File: config.mk
export PLATFORM = sky130hd
export DESIGN_NAME = fetch_decode_stage_flat
export DESIGN_NICKNAME = d
export VERILOG_FILES = /design/src/rtl/fetch_decode_stage_if.sv /design/src/rtl/fetch_decode_stage.sv /design/src/flat_wrapper.sv
export SDC_FILE = /design/constraint.sdc
export NUM_CORES = 1
export LEC_CHECK = 0
export BUFFER_PORTS_ARGS = -buffer_cell sky130_fd_sc_hd__buf_2
export CORE_ASPECT_RATIO = 0.5
export CORE_UTILIZATION = 25
export CTS_CLUSTER_DIAMETER = 40
export CTS_CLUSTER_SIZE = 30
export DETAILED_ROUTE_END_ITERATION = 10
export GPL_TIMING_DRIVEN = 0
export PLACE_DENSITY_LB_ADDON = 0.1
export SYNTH_ARGS = -nofsm -noshare
export SYNTH_HDL_FRONTEND = slang
export SYNTH_SLANG_ARGS = --single-unit
File: constraint.sdc
create_clock -name clk -period 7.6 [get_ports clk]
set_input_delay 0.38 -clock clk [delete_from_list [all_inputs] [get_ports clk]]
set_output_delay 0.38 -clock clk [all_outputs]
set_load 0.005 [all_outputs]
File: src/rtl/fetch_decode_stage_if.sv
// Instruction-memory request/response bus between the fetch stage (master)
// and instruction memory (slave).
interface fetch_decode_stage_if;
  logic        imem_req;
  logic [31:0] imem_addr;
  logic        imem_ack;
  logic [31:0] imem_rdata;

  modport master (
    output imem_req,
    output imem_addr,
    input  imem_ack,
    input  imem_rdata
  );

  modport slave (
    input  imem_req,
    input  imem_addr,
    output imem_ack,
    output imem_rdata
  );
endinterface

File: src/rtl/fetch_decode_stage.sv
// RV32I fetch stage: PC register, variable-latency imem fetch FSM and IF/ID register.
// Optional FETCH_PERF_EN adds perf_fetched / perf_bubbles counters.

module fetch_decode_stage_checker #(
  parameter logic [31:0] NOP_INSTR = 32'h0000_0013
) (
  input logic        clk,
  input logic        reset,
  input logic [1:0]  state,
  input logic        req,
  input logic        ack,
  input logic [31:0] addr,
  input logic [31:0] pcf,
  input logic        fetch_busy,
  input logic        valid_d,
  input logic [31:0] instr_d
);
  a_state_legal: assert property (@(posedge clk) disable iff (reset) state != 2'd3);
  a_addr_is_pc:  assert property (@(posedge clk) disable iff (reset) addr == pcf);
  a_busy_def:    assert property (@(posedge clk) disable iff (reset) fetch_busy == (req & ~ack));
  a_bubble_nop:  assert property (@(posedge clk) disable iff (reset) !valid_d |-> instr_d == NOP_INSTR);
endmodule

module fetch_decode_stage #(
  parameter logic [31:0] RESET_PC  = 32'h0000_0000,
  parameter logic [31:0] NOP_INSTR = 32'h0000_0013
) (
  input  logic                        clk,
  input  logic                        reset,
  input  logic                        StallF,
  input  logic                        StallD,
  input  logic                        FlushD,
  input  logic                        PCSrcE,
  input  logic [31:0]                 PCTargetE,
  fetch_decode_stage_if.master        bus,
  output logic [31:0]                 PCF,
  output logic [31:0]                 InstrD,
  output logic [31:0]                 PCD,
  output logic [31:0]                 PCPlus4D,
  output logic                        ValidD,
  output logic                        FetchBusy
`ifdef FETCH_PERF_EN
  ,
  output logic [31:0]                 perf_fetched,
  output logic [31:0]                 perf_bubbles
`endif
);

  typedef enum logic [1:0] {
    FETCH    = 2'd0,
    BUFFERED = 2'd1,
    DROP     = 2'd2
  } fetch_state_e;

  fetch_state_e state_r;
  fetch_state_e state_s;
  logic [31:0]  buf_instr_r;
  logic [31:0]  buf_pc_r;
  logic         buf_load_s;
  logic         cand_valid_s;
  logic [31:0]  cand_instr_s;
  logic [31:0]  cand_pc_s;
  logic [31:0]  pc_next_s;

  assign bus.imem_addr = PCF;
  assign bus.imem_req  = ~reset & (state_r != BUFFERED);
  assign FetchBusy     = bus.imem_req & ~bus.imem_ack;

  // Next-state, candidate selection and next-PC; a redirect always wins.
  always_comb begin
    state_s      = state_r;
    buf_load_s   = 1'b0;
    cand_valid_s = 1'b0;
    cand_instr_s = buf_instr_r;
    cand_pc_s    = buf_pc_r;
    pc_next_s    = PCF;
    case (state_r)
      FETCH: begin
        if (PCSrcE) begin
          // An ack arriving with the redirect is simply discarded; only a
          // still-outstanding request needs its late ack dropped.
          if (bus.imem_ack) begin
            state_s = FETCH;
          end else begin
            state_s = DROP;
          end
        end else if (bus.imem_ack) begin
          if (StallF) begin
            buf_load_s = 1'b1;
            state_s    = BUFFERED;
          end else begin
            cand_valid_s = 1'b1;
            cand_instr_s = bus.imem_rdata;
            cand_pc_s    = PCF;
            state_s      = FETCH;
          end
        end else begin
          state_s = FETCH;
        end
      end
      BUFFERED: begin
        if (PCSrcE) begin
          state_s = FETCH;
        end else if (!StallF) begin
          cand_valid_s = 1'b1;
          state_s      = FETCH;
        end else begin
          state_s = BUFFERED;
        end
      end
      DROP: begin
        if (bus.imem_ack) begin
          state_s = FETCH;
        end else begin
          state_s = DROP;
        end
      end
      default: begin
        state_s = FETCH;
      end
    endcase
    if (PCSrcE) begin
      pc_next_s = PCTargetE;
    end else if (cand_valid_s) begin
      pc_next_s = PCF + 32'd4;
    end else begin
      pc_next_s = PCF;
    end
  end

  // FSM state, PC and one-entry stall buffer.
  always_ff @(posedge clk or posedge reset) begin
    if (reset) begin
      state_r     <= FETCH;
      PCF         <= RESET_PC;
      buf_instr_r <= NOP_INSTR;
      buf_pc_r    <= 32'h0000_0000;
    end else begin
      state_r <= state_s;
      PCF     <= pc_next_s;
      if (buf_load_s) begin
        buf_instr_r <= bus.imem_rdata;
        buf_pc_r    <= PCF;
      end else begin
        buf_instr_r <= buf_instr_r;
        buf_pc_r    <= buf_pc_r;
      end
    end
  end

  // IF/ID register: flush beats stall beats load; no candidate loads a bubble.
  always_ff @(posedge clk or posedge reset) begin
    if (reset) begin
      InstrD   <= NOP_INSTR;
      PCD      <= 32'h0000_0000;
      PCPlus4D <= 32'h0000_0000;
      ValidD   <= 1'b0;
    end else if (FlushD) begin
      InstrD   <= NOP_INSTR;
      PCD      <= 32'h0000_0000;
      PCPlus4D <= 32'h0000_0000;
      ValidD   <= 1'b0;
    end else if (StallD) begin
      InstrD   <= InstrD;
      PCD      <= PCD;
      PCPlus4D <= PCPlus4D;
      ValidD   <= ValidD;
    end else if (cand_valid_s) begin
      InstrD   <= cand_instr_s;
      PCD      <= cand_pc_s;
      PCPlus4D <= cand_pc_s + 32'd4;
      ValidD   <= 1'b1;
    end else begin
      InstrD   <= NOP_INSTR;
      PCD      <= 32'h0000_0000;
      PCPlus4D <= 32'h0000_0000;
      ValidD   <= 1'b0;
    end
  end

`ifdef FETCH_PERF_EN
  // Count real loads and memory-wait bubbles into IF/ID.
  always_ff @(posedge clk or posedge reset) begin
    if (reset) begin
      perf_fetched <= 32'h0000_0000;
      perf_bubbles <= 32'h0000_0000;
    end else if (!StallD && !FlushD) begin
      if (cand_valid_s) begin
        perf_fetched <= perf_fetched + 32'd1;
        perf_bubbles <= perf_bubbles;
      end else begin
        perf_fetched <= perf_fetched;
        perf_bubbles <= perf_bubbles + 32'd1;
      end
    end else begin
      perf_fetched <= perf_fetched;
      perf_bubbles <= perf_bubbles;
    end
  end
`endif

  fetch_decode_stage_checker #(
    .NOP_INSTR (NOP_INSTR)
  ) u_checker (
    .clk        (clk),
    .reset      (reset),
    .state      (state_r),
    .req        (bus.imem_req),
    .ack        (bus.imem_ack),
    .addr       (bus.imem_addr),
    .pcf        (PCF),
    .fetch_busy (FetchBusy),
    .valid_d    (ValidD),
    .instr_d    (InstrD)
  );

endmodule

File: src/flat_wrapper.sv
// flat-port wrapper written by rule: the top's interface ports become plain ports
module fetch_decode_stage_flat 
#(
  parameter logic [31:0] RESET_PC  = 32'h0000_0000,
  parameter logic [31:0] NOP_INSTR = 32'h0000_0013
)
  (clk, reset, StallF, StallD, FlushD, PCSrcE, PCTargetE, PCF, InstrD, PCD, PCPlus4D, ValidD, FetchBusy, bus_imem_req, bus_imem_addr, bus_imem_ack, bus_imem_rdata);
  fetch_decode_stage_if bus_i ();
  input  logic clk;
  input  logic reset;
  input  logic StallF;
  input  logic StallD;
  input  logic FlushD;
  input  logic PCSrcE;
  input  logic [31:0] PCTargetE;
  output logic [31:0] PCF;
  output logic [31:0] InstrD;
  output logic [31:0] PCD;
  output logic [31:0] PCPlus4D;
  output logic ValidD;
  output logic FetchBusy;
  output wire logic [$bits(bus_i.imem_req)-1:0] bus_imem_req;
  output wire logic [$bits(bus_i.imem_addr)-1:0] bus_imem_addr;
  input wire logic [$bits(bus_i.imem_ack)-1:0] bus_imem_ack;
  input wire logic [$bits(bus_i.imem_rdata)-1:0] bus_imem_rdata;
  assign bus_imem_req = bus_i.imem_req;
  assign bus_imem_addr = bus_i.imem_addr;
  assign bus_i.imem_ack = bus_imem_ack;
  assign bus_i.imem_rdata = bus_imem_rdata;
  fetch_decode_stage #(.RESET_PC(RESET_PC), .NOP_INSTR(NOP_INSTR)) u_core (.clk(clk), .reset(reset), .StallF(StallF), .StallD(StallD), .FlushD(FlushD), .PCSrcE(PCSrcE), .PCTargetE(PCTargetE), .bus(bus_i), .PCF(PCF), .InstrD(InstrD), .PCD(PCD), .PCPlus4D(PCPlus4D), .ValidD(ValidD), .FetchBusy(FetchBusy));
endmodule
==> flow_summary.ini <==
[cts]
post-cts-setup-buffer-count = 0
clockBufferDepth = 2
cts.sinks = 193
htreeDepth = 4
cts-root-buf = clkbuf_16
cts_resized = 0
hold_buffers = 0
path_clk_slew_ns = 0.07
clkLatencyLatePin_ns = 0.45
cts_buffers = 17
cts_tree = built

[synth]
synthArstFlopShare = 1.00
netlist_area_um2 = 9770
synth_edf_count = 0
yosys.area.top_type = dfrtp_1
synth_area_leaders = dfrtp_1, mux2_2, mux2i_1
synth_flop_cell = dfrtp_1
yosysSeqAreaShare = 0.495
yosysUniqueCellTypes = 61
avgSynthCellArea_um2 = 10.2
syn_nets = 1035
synthCells = 962
synth_top_area_share = 0.479
synth_warnings = 0
synth-seq-cells = 193

[timing]
worst_pin_slew_ns = 1.04
setup_viol = 0
finalSetupTns_ns = 0
rsz0062_at_grt = no
maxSlewHeadroom = 0.302
clock_skew_ns = 0.0119
fin_crit_ns = 4.53
fmax_ghz = 0.221
drv_slew = 0
hold_viol_final = 0
post-route-period-util = 0.596
timing.final.ws_setup_ns = 3.07

[floorplanning]
fp-row-count = 50
core_area_um2 = 37900
die_w_um = 282
initial_core_util = 0.258
die_area_um2 = 39900
io_pins = 234
die_h_um = 142

[critical_path]
cpMostUsedCell = clkbuf_1
path_max_fanout = 10
worstPathRequired_ns = 7.89
critPathLaunchType = register
worstSetupPathType = reg2reg
cp-startpoint = u_core.state_r[0]$_DFF_PP0_
slowest_delay_ns = 0.62
critical_path.cell_chain = nor2b_1 -> nand2_1 -> clkbuf_1 -> clkbuf_1 -> mux2i_1 -> inv_1 -> ha_1 -> clkbuf_1 -> o21ai_2 -> nand4b_1 -> xnor2_1 -> o21ai_0
regToRegStartpoint = u_core.state_r[0]$_DFF_PP0_
cp_slowest_cell = mux2i_1
arrival_ns = 4.83
crit_path_end_kind = register

[finish]
fin_area_um2 = 12300
post-route-util = 0.323
final_nets = 1288
fill_cells = 4044
area_growth_pct = 25.4
instances_no_fill = 1749
drive_above_1_share = 0.333

[placed_design]
postPlaceCellArea_um2 = 11600
dp_slack_ns = 3.00
place.port_buffers = 233
dp_cells = 1716
gp_congestion = 0.890
post-dp-hpwl_mm = 26.2

[grt]
grt_max_degree = 119
grt-ovfl-total = 0
top_usage_layer = met2
grt_use_met3 = 0.0384
track_usage = 0.176
grt_pass1_vias = 8566
use_met2 = 0.291
antenna_found_initial = 2
grtUsageMet1 = 0.233
grt_pass1_wl_mm = 52.6

[routing]
drc = 0
wire_per_inst_um = 19.9
firstDrtPassIters = 5
vias_per_cell = 4.80
dr_total_vias = 8397
routed_wl_mm = 34.7
drt-initial-drc-count = 489
antenna_left = 0

[run]
max_cap_violations = 0

[hold_path]
hold_class = in2async

[power_and_ir_drop]
power_density_nw_per_um2 = 227
power.leakage_nw = 5.55
ir_worst_vdd_uv = 132

[run_status]
outcome = completed
-- sequential cells by signal, indices dropped and copies added, names as in the netlist --
| register | cells |
|---|---|
| u_core.ValidD | 1 |
| u_core.InstrD | 32 |
| u_core.PCPlus4D | 32 |
| u_core.PCD | 30 |
| u_core.buf_pc_r | 32 |
| u_core.PCF | 32 |
| u_core.state_r | 2 |
| u_core.buf_instr_r | 32 |
-- power by group --
part / switching [mW] / leakage (nW) / internal, mW
combinational: 0.289 / 2.75 / 0.234
sequential: 0.116 / 2.50 / 1.15
clock: 0.428 / 0.302 / 0.565
-- synth_stat cells, drive strengths merged, types with 9 or more instances --
cell type / n
nor4: 15
mux2: 65
xor2: 12
a21oi: 30
and3: 9
clkbuf: 42
buf: 56
nor2: 32
nand4: 14
nor3: 25
xnor2: 11
nand3: 25
mux2i: 58
o21ai: 113
o311ai: 14
nand2: 149
dfrtp: 187
a31oi: 13
inv: 11
-- critical path, delay by kind of cell (launching register included) --
| kind | cells | cell delay, ns |
|---|---|---|
| simple gates | 3 | 0.72 |
| xor+xnor | 1 | 0.14 |
| mux | 1 | 0.62 |
| fa+ha+maj | 1 | 0.26 |
| flops | 1 | 0.49 |
| compound gates | 2 | 0.48 |
| buf+inv | 4 | 1.66 |
-- final cells by class --
type	count	area, um^2	area share
multi-input combinational	660	4350	0.355
clock inverter	11	180	0.0147
inverter	11	48.8	0.00398
buffer	98	537	0.0438
tap	520	651	0.0531
timing repair buffer	234	1190	0.0974
clock buffer	21	450	0.0368
sequential	193	4840	0.395
antenna	1	2.50	0.000204
-- through the flow --
stage,hold slack (ns),power (mW)
2_1_floorplan,0.451,1.58
3_3_place_gp,0.458,1.80
3_5_place_dp,0.465,1.81
4_1_cts,0.0307,2.82
5_1_grt,0.0360,2.92
6_report,0.00492,2.78
-- placed cells by master, fill, tap and decap left out, types with 5 or more instances in the layout --
cell type and n:
a21oi_1 30, a221o_1 5, a22o_1 7, a31oi_1 12, and3_1 9, buf_2 245
buf_4 41, clkbuf_1 45, clkbuf_16 17, dfrtp_1 187, dfstp_2 6, inv_1 10
mux2_2 65, mux2i_1 58, nand2_1 148, nand3_1 25, nand4_1 14, nor2_1 30
nor2b_1 8, nor3_1 20, nor3_2 5, nor4_1 10, o21ai_0 107, o21ai_1 5
o311ai_0 13, or3_1 5, xnor2_1 11, xor2_1 12
-- cells by family after synthesis --
| kind of cell | count (synthesis) | synth area share |
|---|---|---|
| flip-flops | 193 | 0.495 |
| multiplexers | 123 | 0.134 |
| AO/OA/AOI/OAI | 211 | 0.136 |
| XOR/XNOR | 23 | 0.0206 |
| AND/OR/NAND/NOR | 301 | 0.152 |
| buffers and inverters | 109 | 0.0592 |
| adder cells (fa/ha/maj) | 2 | 0.00256 |
-- final timing paths --
| check | endpoint | depth (start not counted) | slack [ns] |
|---|---|---|---|
| worst min-delay path | u_core.PCD[18]$_DFFE_PP0P_ | 2 | 0.005 |
| worst min register to register | u_core.PCD[5]$_DFFE_PP0P_ | 2 | 0.48 |
| worst max-delay path | u_core.PCPlus4D[24]$_DFFE_PP0P_ | 12 | 3.07 |
| min in group clk | u_core.PCF[23]$_DFFE_PP0N_ | 3 | 0.13 |
| max in group asynchronous | u_core.InstrD[22]$_DFFE_PP0P_ | 3 | 6.59 |
| worst max register to register | u_core.PCPlus4D[24]$_DFFE_PP0P_ | 12 | 3.07 |
-- per-layer routing --
layer	part of all wire	vias up	routed length, um
met2	0.49	173	16900
met3	0.049	20	1710
met4	0.0077	0	269
met5	0	-	0
li1	-	3922	-
met1	0.46	4282	15900
(Power assumes the default switching activity.)
